--- config.mk ---
export PLATFORM = sky130hd
export DESIGN_NAME = road_ctrl
export DESIGN_NICKNAME = d
export VERILOG_FILES = /design/src/rtl/road_pkg.sv /design/src/rtl/road_ctrl_speed_ramp.sv /design/src/rtl/road_ctrl.sv
export SDC_FILE = /design/constraint.sdc
export NUM_CORES = 1
export LEC_CHECK = 0
export BUFFER_PORTS_ARGS = -buffer_cell sky130_fd_sc_hd__buf_4
export CAP_MARGIN = 20
export CORE_MARGIN = 1
export CORE_UTILIZATION = 58
export DETAILED_ROUTE_END_ITERATION = 8
export MAX_ROUTING_LAYER = met4
export PLACE_DENSITY = 0.8
export SLEW_MARGIN = 20
export SYNTH_ARGS = -nofsm -noshare
export SYNTH_HDL_FRONTEND = slang
export SYNTH_SLANG_ARGS = --single-unit
--- constraint.sdc ---
create_clock -name clk -period 3 [get_ports clk]
set_clock_uncertainty 0.05 [all_clocks]
set_input_delay 0.6 -clock clk [delete_from_list [all_inputs] [get_ports clk]]
set_output_delay 0.6 -clock clk [all_outputs]
set_load 0.1 [all_outputs]
--- src/rtl/road_pkg.sv ---
// Shared encodings and default tuning values for the scrolling-road run controller.
package road_pkg;

  localparam logic [2:0] ST_IDLE    = 3'd0;
  localparam logic [2:0] ST_ACCEL   = 3'd1;
  localparam logic [2:0] ST_CRUISE  = 3'd2;
  localparam logic [2:0] ST_BRAKE   = 3'd3;
  localparam logic [2:0] ST_PAUSED  = 3'd4;
  localparam logic [2:0] ST_STOPPED = 3'd5;

  localparam logic [7:0]  SPEED_SLOW_DEF  = 8'd200;
  localparam logic [7:0]  SPEED_FAST_DEF  = 8'd20;
  localparam logic [7:0]  SPEED_STEP_DEF  = 8'd10;
  localparam int          RAMP_FRAMES_DEF = 4;
  localparam logic [15:0] SCENE_DIST_DEF  = 16'd1000;
  localparam int          SCENE_COUNT     = 4;

  typedef enum logic {
    DIR_ACCEL = 1'b0,
    DIR_BRAKE = 1'b1
  } ramp_dir_e;

  function automatic logic is_running(input logic [2:0] st);
    return (st == ST_ACCEL) || (st == ST_CRUISE) || (st == ST_BRAKE);
  endfunction

endpackage

--- src/rtl/road_ctrl_speed_ramp.sv ---
// Frame-paced speed ramp: counts frame ticks and steps the divider toward the
// fast or slow limit with saturation.
module road_ctrl_speed_ramp
  import road_pkg::*;
#(
  parameter logic [7:0] SPEED_SLOW  = SPEED_SLOW_DEF,
  parameter logic [7:0] SPEED_FAST  = SPEED_FAST_DEF,
  parameter logic [7:0] SPEED_STEP  = SPEED_STEP_DEF,
  parameter int         RAMP_FRAMES = RAMP_FRAMES_DEF
) (
  input  logic       clk_i,
  input  logic       rst_i,
  input  ramp_dir_e  dir_i,
  input  logic       en_i,
  input  logic       frame_tick_i,
  input  logic       clear_i,
  output logic [7:0] speed_o,
  output logic       at_fast_o,
  output logic       at_slow_o
);

  localparam logic [3:0] CNT_LAST = 4'(RAMP_FRAMES - 1);

  logic [3:0] cnt_q, cnt_d;
  logic [7:0] speed_q, speed_d;
  logic [8:0] dec, inc;
  logic       step;

  // A clear (state change) wins over a pending step, so coincident events never ramp.
  always_comb begin
    cnt_d = cnt_q;
    step  = 1'b0;
    if (clear_i) begin
      cnt_d = '0;
    end else if (en_i && frame_tick_i) begin
      if (cnt_q == CNT_LAST) begin
        cnt_d = '0;
        step  = 1'b1;
      end else begin
        cnt_d = cnt_q + 4'd1;
      end
    end
  end

  assign dec = {1'b0, speed_q} - {1'b0, SPEED_STEP};
  assign inc = {1'b0, speed_q} + {1'b0, SPEED_STEP};

  always_comb begin
    speed_d = speed_q;
    if (step) begin
      if (dir_i == DIR_ACCEL) begin
        speed_d = (dec[8] || (dec[7:0] < SPEED_FAST)) ? SPEED_FAST : dec[7:0];
      end else begin
        speed_d = (inc > {1'b0, SPEED_SLOW}) ? SPEED_SLOW : inc[7:0];
      end
    end
  end

  always_ff @(posedge clk_i) begin
    if (rst_i) begin
      cnt_q   <= '0;
      speed_q <= SPEED_SLOW;
    end else begin
      cnt_q   <= cnt_d;
      speed_q <= speed_d;
    end
  end

  assign speed_o   = speed_q;
  assign at_fast_o = (speed_q <= SPEED_FAST);
  assign at_slow_o = (speed_q >= SPEED_SLOW);

endmodule

--- src/rtl/road_ctrl.sv ---
// Run sequencer for the road scroller: run/pause/brake FSM, gated step enable,
// distance odometer and scene selection.
module road_ctrl
  import road_pkg::*;
#(
  parameter logic [7:0]  SPEED_SLOW  = SPEED_SLOW_DEF,
  parameter logic [7:0]  SPEED_FAST  = SPEED_FAST_DEF,
  parameter logic [7:0]  SPEED_STEP  = SPEED_STEP_DEF,
  parameter int          RAMP_FRAMES = RAMP_FRAMES_DEF,
  parameter logic [15:0] SCENE_DIST  = SCENE_DIST_DEF
) (
  input  logic        clk,
  input  logic        rst,
  input  logic        clk_en,
  input  logic        frame_tick,
  input  logic        start,
  input  logic        crash,
  input  logic        pause,
  input  logic [4:0]  road_y,
  output logic        road_clk_en,
  output logic [7:0]  speed,
  output logic [1:0]  scene,
  output logic [15:0] distance,
  output logic [2:0]  state_o
);

  logic [2:0]  state_q, state_d, resume_q, resume_d;
  logic        armed_q, armed_d;
  logic [1:0]  scene_q, scene_d;
  logic [15:0] scene_cnt_q, scene_cnt_d;
  logic [15:0] distance_q, distance_d;
  logic [4:0]  road_y_prev_q;
  logic        run, moved, restart, at_fast, at_slow;

  assign run     = is_running(state_q);
  assign moved   = run && (road_y != road_y_prev_q);
  assign restart = (state_q == ST_STOPPED) && (state_d == ST_IDLE);
  // Armed only after start has been seen low while idle.
  assign armed_d = (state_q == ST_IDLE) && !start;

  always_comb begin
    state_d  = state_q;
    resume_d = resume_q;
    case (state_q)
      ST_IDLE:    if (start && armed_q) state_d = ST_ACCEL;
      ST_ACCEL, ST_CRUISE: begin
        if (crash) begin
          state_d = ST_BRAKE;
        end else if (pause) begin
          state_d  = ST_PAUSED;
          resume_d = state_q;
        end else if ((state_q == ST_ACCEL) && at_fast) begin
          state_d = ST_CRUISE;
        end
      end
      ST_PAUSED:  if (!pause) state_d = resume_q;
      ST_BRAKE:   if (at_slow) state_d = ST_STOPPED;
      ST_STOPPED: if (start) state_d = ST_IDLE;
      default:    state_d = ST_IDLE;
    endcase
  end

  always_comb begin
    distance_d  = distance_q;
    scene_cnt_d = scene_cnt_q;
    scene_d     = scene_q;
    if (restart) begin
      distance_d  = '0;
      scene_cnt_d = '0;
      scene_d     = '0;
    end else if (moved) begin
      if (distance_q != 16'hFFFF) distance_d = distance_q + 16'd1;
      if (scene_cnt_q == SCENE_DIST - 16'd1) begin
        scene_cnt_d = '0;
        scene_d     = (scene_q == 2'(SCENE_COUNT - 1)) ? 2'd0 : scene_q + 2'd1;
      end else begin
        scene_cnt_d = scene_cnt_q + 16'd1;
      end
    end
  end

  road_ctrl_speed_ramp #(
    .SPEED_SLOW  (SPEED_SLOW),
    .SPEED_FAST  (SPEED_FAST),
    .SPEED_STEP  (SPEED_STEP),
    .RAMP_FRAMES (RAMP_FRAMES)
  ) u_ramp (
    .clk_i        (clk),
    .rst_i        (rst),
    .dir_i        ((state_q == ST_BRAKE) ? DIR_BRAKE : DIR_ACCEL),
    .en_i         ((state_q == ST_ACCEL) || (state_q == ST_BRAKE)),
    .frame_tick_i (frame_tick),
    .clear_i      (state_d != state_q),
    .speed_o      (speed),
    .at_fast_o    (at_fast),
    .at_slow_o    (at_slow)
  );

  always_ff @(posedge clk) begin
    if (rst) begin
      state_q       <= ST_IDLE;
      resume_q      <= ST_ACCEL;
      armed_q       <= 1'b0;
      scene_q       <= '0;
      scene_cnt_q   <= '0;
      distance_q    <= '0;
      road_y_prev_q <= '0;
    end else begin
      state_q       <= state_d;
      resume_q      <= resume_d;
      armed_q       <= armed_d;
      scene_q       <= scene_d;
      scene_cnt_q   <= scene_cnt_d;
      distance_q    <= distance_d;
      road_y_prev_q <= road_y;
    end
  end

  assign road_clk_en = clk_en & run;
  assign scene       = scene_q;
  assign distance    = distance_q;
  assign state_o     = state_q;

endmodule

# [Yosys cells after proc, flatten, opt, wreduce, memory -nomap -nowiden]
# Cells that the tools add are included.
[totals] regBits=58 output_inout_bits=30
[op_classes] addsub=6 n_lt_le_gt_ge=4 eq_ne=11 muxes=18 bitwise_logic=2 n_reduce_logical=19
[op_table] cell="$add 16x1->16 const B" count=2
[op_table] cell="$mux 8" count=3
[op_table] cell="$mux 3" count=7
[op_table] cell="$eq 16x10->1 const B" count=1
[op_table] cell="$mux 16" count=1
[op_table] cell="$ne 16x16->1 const B" count=1
[op_table] cell="$pmux 3 s5" count=1
[op_table] cell="$add 8x4->9 const B" count=1
[op_table] cell="$gt 9x8->1 const B" count=1
[op_table] cell="$sub 8x4->9 const B" count=1
[op_table] cell="$ge 8x8->1 const B" count=1
[op_table] cell="$le 8x5->1 const B" count=1
[op_table] cell="$lt 8x5->1 const B" count=1
[op_table] cell="$eq 3x2->1 const B" count=2
[op_table] cell="$eq 3x3->1 const B" count=2
[op_table] cell="$logic_and 1x1->1" count=6
[op_table] cell="$logic_not 3->1" count=2
[op_table] cell="$reduce_and 2->1" count=3
[op_table] cell="$reduce_or 2->1" count=3
[op_table] cell="$ne 5x5->1" count=1
[op_table] cell="$add 4x1->4 const B" count=1
[op_table] cell="$eq 4x2->1 const B" count=1
[op_table] cell="$logic_or 1x1->1" count=4
[op_table] cell="$mux 1" count=4
[op_table] cell="other kinds (9)" count=9

# [Logic depth before layout (Yosys ltp)]
[logic_depth] word_depth=9 ltp_mapped=9

# [Hierarchy]
# Synthesis repeated with hierarchy kept, for this count alone.
[unflattened] hier_cells=421 hier_area_um2=3460.8
[by_module_without_submodules] mod="road_ctrl" n_inst=1 cells_each=300 area_per_inst_um2=2502.4 seq_area_each_um2=920.9
[by_module_without_submodules] mod="road_ctrl_speed_ramp" n_inst=1 cells_each=121 area_per_inst_um2=958.4 seq_area_each_um2=220.2

# [Least setup slack after synthesis]
# No wires, ideal clock.
[synth_path] kind="reg2reg" start="register u_ramp.speed_q[2] (netlist: u_ramp.speed_o[2])" end="register u_ramp.speed_q[4] (netlist: u_ramp.speed_o[4])" arrival_time_ns=3.111 required_ns=2.819 setup_slack_ns=-0.292 path_stages_with_launch=9 path_buffers=1 cell_sequence="dfxtp_1 -> ha_1 -> clkbuf_1 -> o21ai_1 -> or4_1 -> a222oi_1 -> o21bai_1 -> a311oi_1 -> o32ai_1"
[synth_between] elab_chain_len=8 elab_cells_between_ends=18 cone_classes="add/sub: 2; order compare: 4; eq/ne: 1; mux: 9; reduce/logical: 2"
[synth_lines] element="from (decl)" line="road_ctrl_speed_ramp.sv:25" source="logic [7:0] speed_q, speed_d;"
[synth_lines] element="from (signal assigned)" line="road_ctrl_speed_ramp.sv:65" source="speed_q <= speed_d;"
[synth_lines] element="$le 8x5->1" line="road_ctrl_speed_ramp.sv:70" source="assign at_fast_o = (speed_q <= SPEED_FAST);"
[synth_lines] element="$logic_and 1x1->1" line="road_ctrl.sv:52" source="end else if ((state_q == ST_ACCEL) && at_fast) begin"
[synth_lines] element="$mux 3" line="road_ctrl.sv:52"
[synth_lines] element="$mux 3" line="road_ctrl.sv:49" source="end else if (pause) begin"
[synth_lines] element="$mux 3" line="road_ctrl.sv:47" source="if (crash) begin"
[synth_lines] element="$pmux 3 s5" line="road_ctrl.sv:44" source="case (state_q)"
[synth_lines] element="$ne 3x3->1" line="road_ctrl.sv:93" source=".clear_i (state_d != state_q),"
[synth_lines] element="$mux 1" line="road_ctrl_speed_ramp.sv:33" source="if (clear_i) begin"
# Several ways; a longest one is shown, not always the timed one.
# A chain may end at the register's enable or synchronous reset.

# [Worst setup path in the final report]
[layout_path] start="register state_q[1] (netlist: state_o[1])" end="register u_ramp.speed_q[7] (netlist: u_ramp.speed_o[7])"
[layout_between] elab_chain_len=8 elab_cells_between_ends=23 cone_classes="eq/ne: 6; mux: 12; reduce/logical: 5"
[layout_lines] element="from (decl)" line="road_ctrl.sv:27" source="logic [2:0] state_q, state_d, resume_q, resume_d;"
[layout_lines] element="from (signal assigned)" line="road_ctrl.sv:109" source="state_q <= state_d;"
[layout_lines] element="$eq 3x1->1" line="road_ctrl.sv:44, road_ctrl.sv:52, road_ctrl.sv:91"
[layout_lines] element="$logic_and 1x1->1" line="road_ctrl.sv:52"
[layout_lines] element="$mux 3" line="road_ctrl.sv:52"
[layout_lines] element="$mux 3" line="road_ctrl.sv:49"
[layout_lines] element="$mux 3" line="road_ctrl.sv:47"
[layout_lines] element="$pmux 3 s5" line="road_ctrl.sv:44"
[layout_lines] element="$ne 3x3->1" line="road_ctrl.sv:93"
[layout_lines] element="$mux 1" line="road_ctrl_speed_ramp.sv:33"
# Several ways; a longest one is shown, not always the timed one.

==> flow_metrics.tcl <==
set metrics [dict create \
    min-delay-path-class "flop to flop" \
    setup.worst_path.end "u_ramp.speed_o[7]$_SDFFE_PP1P_" \
    netlist_area_sq_mm 0.003441 \
    die_area_sq_mm 0.006244 \
    rsz0062_at_grt "false" \
    boundaryPins 42 \
    maxCapViolations 0 \
    gp_congestion 0.9417 \
    grtUsageTotal 0.2851 \
    r2r.worst_path.cells 6 \
    path_clk_slew_ns 0.08 \
    grt-ovfl-total 0 \
    io_buffers 40 \
    leakage_nw 1.533 \
    drtIter0Drc 179 \
    start_kind "flop" \
    path_class "flop to flop" \
    met1_usage 0.3593 \
    ir_drop_v 0.0002883 \
    critPathCaptureType "flop" \
    relSlewSlack 0.4797 \
    drive_gt1_frac 0.1863 \
    cellPowerDensity_mw_per_mm2 451.8 \
    die_h_um 79.02 \
    path_cells "or4b_1, a2111oi_0, o311a_1, nand2b_1, nor2_1, a221o_1" \
    ant_nets 0 \
    async_flop_share 0 \
    critPathSlowestCell "or4b_1" \
    grt_pass1_vias 2954 \
    ys_warn_count 0 \
    syn-num-nets 443 \
    grt_pass1_wl_um 13630 \
    antenna_found_initial 0 \
    syn-mean-instance-area_sq_um 8.115 \
    reg2reg_to "u_ramp.speed_o[7]$_SDFFE_PP1P_" \
    die_w_um 79.02 \
    worstMarginPinSlew_ns 0.7753 \
    clkSinkCount 57 \
    arrival_ns 2.78 \
    cp.required_ns 3.16 \
    vias 3288 \
    post-cts-setup-buffers 0 \
    grtUsageMet2 0.4336 \
    yosys_most_used_dff "dfxtp_1" \
    syn_inst 424 \
    synth_seq_area_share 0.3316 \
    finalSetupTns_ns 0 \
    worstPathBufferInverterCount 0 \
    diodes 0 \
    max_freq_mhz 381.8 \
    finalCritPeriodShare 0.8731 \
    postCtsResizedCells 0 \
    drtPass1Iterations 5 \
    synth_top_area_frac 0.3316 \
    yosysMostFrequentCell "dfxtp_1" \
    critPathMaxStageDelay_ns 0.52 \
    critPathTopFamily "compound AO/OA/AOI/OAI gates" \
    grt.met3_usage 0.05402 \
    grt_max_degree 27 \
    synth_area_leaders "dfxtp_1 (33%), xnor2_1 (6.6%), nor2_1 (5.2%)" \
    final.min_clock_period_ns 2.619 \
    htree_levels 3 \
    synth_common_cells "dfxtp_1 (57), nor2_1 (48), nand2_1 (31)" \
    synth.largest_area_cell "dfxtp_1" \
    viasPerCell 6.100 \
    status "finished, final reports clean" \
    core_sq_mm 0.005608 \
    fin_nets 481 \
    syn2layout_area_growth_pct 17.24 \
    clk_latency_ns 0.34 \
    ys_ff_latch 57 \
    cp.depth 6 \
    clockBufferDepth 2 \
    dpl.hpwl_um 5666 \
    numCtsBuffers 9 \
    crit-reg2reg-launch "state_o[1]$_SDFF_PP0_" \
    wl_per_cell_um 14.95 \
    top_usage_layer "met2" \
    rows 27 \
    critPathMaxFanout 11 \
    slew_violations 0 \
    cts_root_buffer "clkbuf_8" \
    startpoint "state_o[1]$_SDFF_PP0_" \
    initial_core_util 0.6136 \
    finalInstanceArea_sq_mm 0.004034 \
    final_util 0.7193 \
    cts_hold_buf 0 \
    synth_edf_count 0 \
    setup_viol 0 \
    final-hold-violation-count 0 \
    drt_wl_total_um 8056 \
    r2r_setup_slack_ns 0.38 \
    cts_tree "yes" \
    place_area_sq_mm 0.003807 \
    drc_errors 0 \
    synth_cell_types 67 \
]
==> report_power, final <==
part	internal [mW]	total, mW	switching, mW
sequential	0.771	0.784	0.0128
clock	0.474	0.807	0.333
combinational	0.0760	0.232	0.156
==> routing by layer <==
layer / part of all wire / vias to the layer above
met5: 0 / -
met4: 0.021 / 0
met3: 0.067 / 20
met2: 0.46 / 135
met1: 0.45 / 1518
li1: - / 1615
==> worst register-to-register path, cell delays in order (launching register included) <==
cell	delay, ns
dfxtp_1	0.42
or4b_1	0.52
a2111oi_0	0.44
o311a_1	0.33
nand2b_1	0.31
nor2_1	0.11
a221o_1	0.33
==> logic make-up after synthesis <==
group	Yosys count	share of synthesized area
AND/OR/NAND/NOR	194	0.3040
multiplexers	7	0.02036
other	1	0.001090
AO/OA/AOI/OAI	83	0.1738
buffers and inverters	39	0.05200
adder cells (fa/ha/maj)	7	0.02545
flip-flops	57	0.3316
XOR/XNOR	36	0.09164
==> state kept, by name, summed over array words and instances, names as in the netlist <==
register and flops:
road_y_prev_q 5, distance 16, resume_q 3, u_ramp.cnt_q 4, u_ramp.speed_o 7, armed_q 1
scene 2, scene_cnt_q 16, state_o 3
==> stage by stage <==
stage	power [mW]	setup WS, ns	hold slack (ns)	cells
after global routing	1.901	0.2672	0.4353	539
final	1.823	0.3806	0.4190	539
after CTS	1.840	0.4233	0.4232	539
after detailed placement	1.032	0.4480	0.4028	523
after floorplan	0.9799	0.009816	0.3813	424
after global placement	1.027	0.4690	0.4025	523
==> worst min path at each step <==
stage	cells after the start	endpoint	slack [ns]	startpoint
floorplan	1	resume_q[2]$_SDFFE_PP0P_	0.38	resume_q[2]$_SDFFE_PP0P_
global placement	1	resume_q[2]$_SDFFE_PP0P_	0.40	resume_q[2]$_SDFFE_PP0P_
detailed placement	1	resume_q[2]$_SDFFE_PP0P_	0.40	resume_q[2]$_SDFFE_PP0P_
CTS	1	resume_q[2]$_SDFFE_PP0P_	0.42	resume_q[2]$_SDFFE_PP0P_
global route	2	road_y_prev_q[3]$_SDFF_PP0_	0.44	road_y[3]
finish	1	resume_q[2]$_SDFFE_PP0P_	0.42	resume_q[2]$_SDFFE_PP0P_
==> cell usage in the layout, fill, tap and decap left out, drive strengths merged, types with 3 or more instances in the layout <==
| cell type | Yosys | layout |
|---|---|---|
| a311oi | 4 | 4 |
| a21oi | 21 | 21 |
| or3 | 5 | 5 |
| buf | 6 | 54 |
| nor2b | 12 | 12 |
| nand4 | 12 | 12 |
| and3 | 4 | 4 |
| ha | 7 | 7 |
| inv | 12 | 13 |
| nor3b | 4 | 4 |
| mux2i | 7 | 7 |
| o22ai | 4 | 4 |
| clkinv | 0 | 3 |
| nor3 | 11 | 11 |
| nor4b | 4 | 4 |
| nand2 | 31 | 31 |
| or4 | 5 | 5 |
| clkbuf | 21 | 9 |
| o21ai | 13 | 13 |
| xnor2 | 26 | 26 |
| and2 | 6 | 6 |
| nor4 | 11 | 11 |
| dfxtp | 57 | 57 |
| xor2 | 10 | 10 |
| nand2b | 10 | 10 |
| o211ai | 3 | 3 |
| nor2 | 48 | 48 |
| a31o | 4 | 4 |
| nand3 | 19 | 19 |
==> layout make-up <==
class                   count  area [sq um]
clock buffers               9         123.9
clock inverters             7         102.6
fillers                   448          1574
inverters                  12         45.04
multi-input cells         328          2121
flip-flops and latches     57          1146
well taps                  72         90.09
repair buffers             54         405.4
Power figures use the tool's default switching activity.
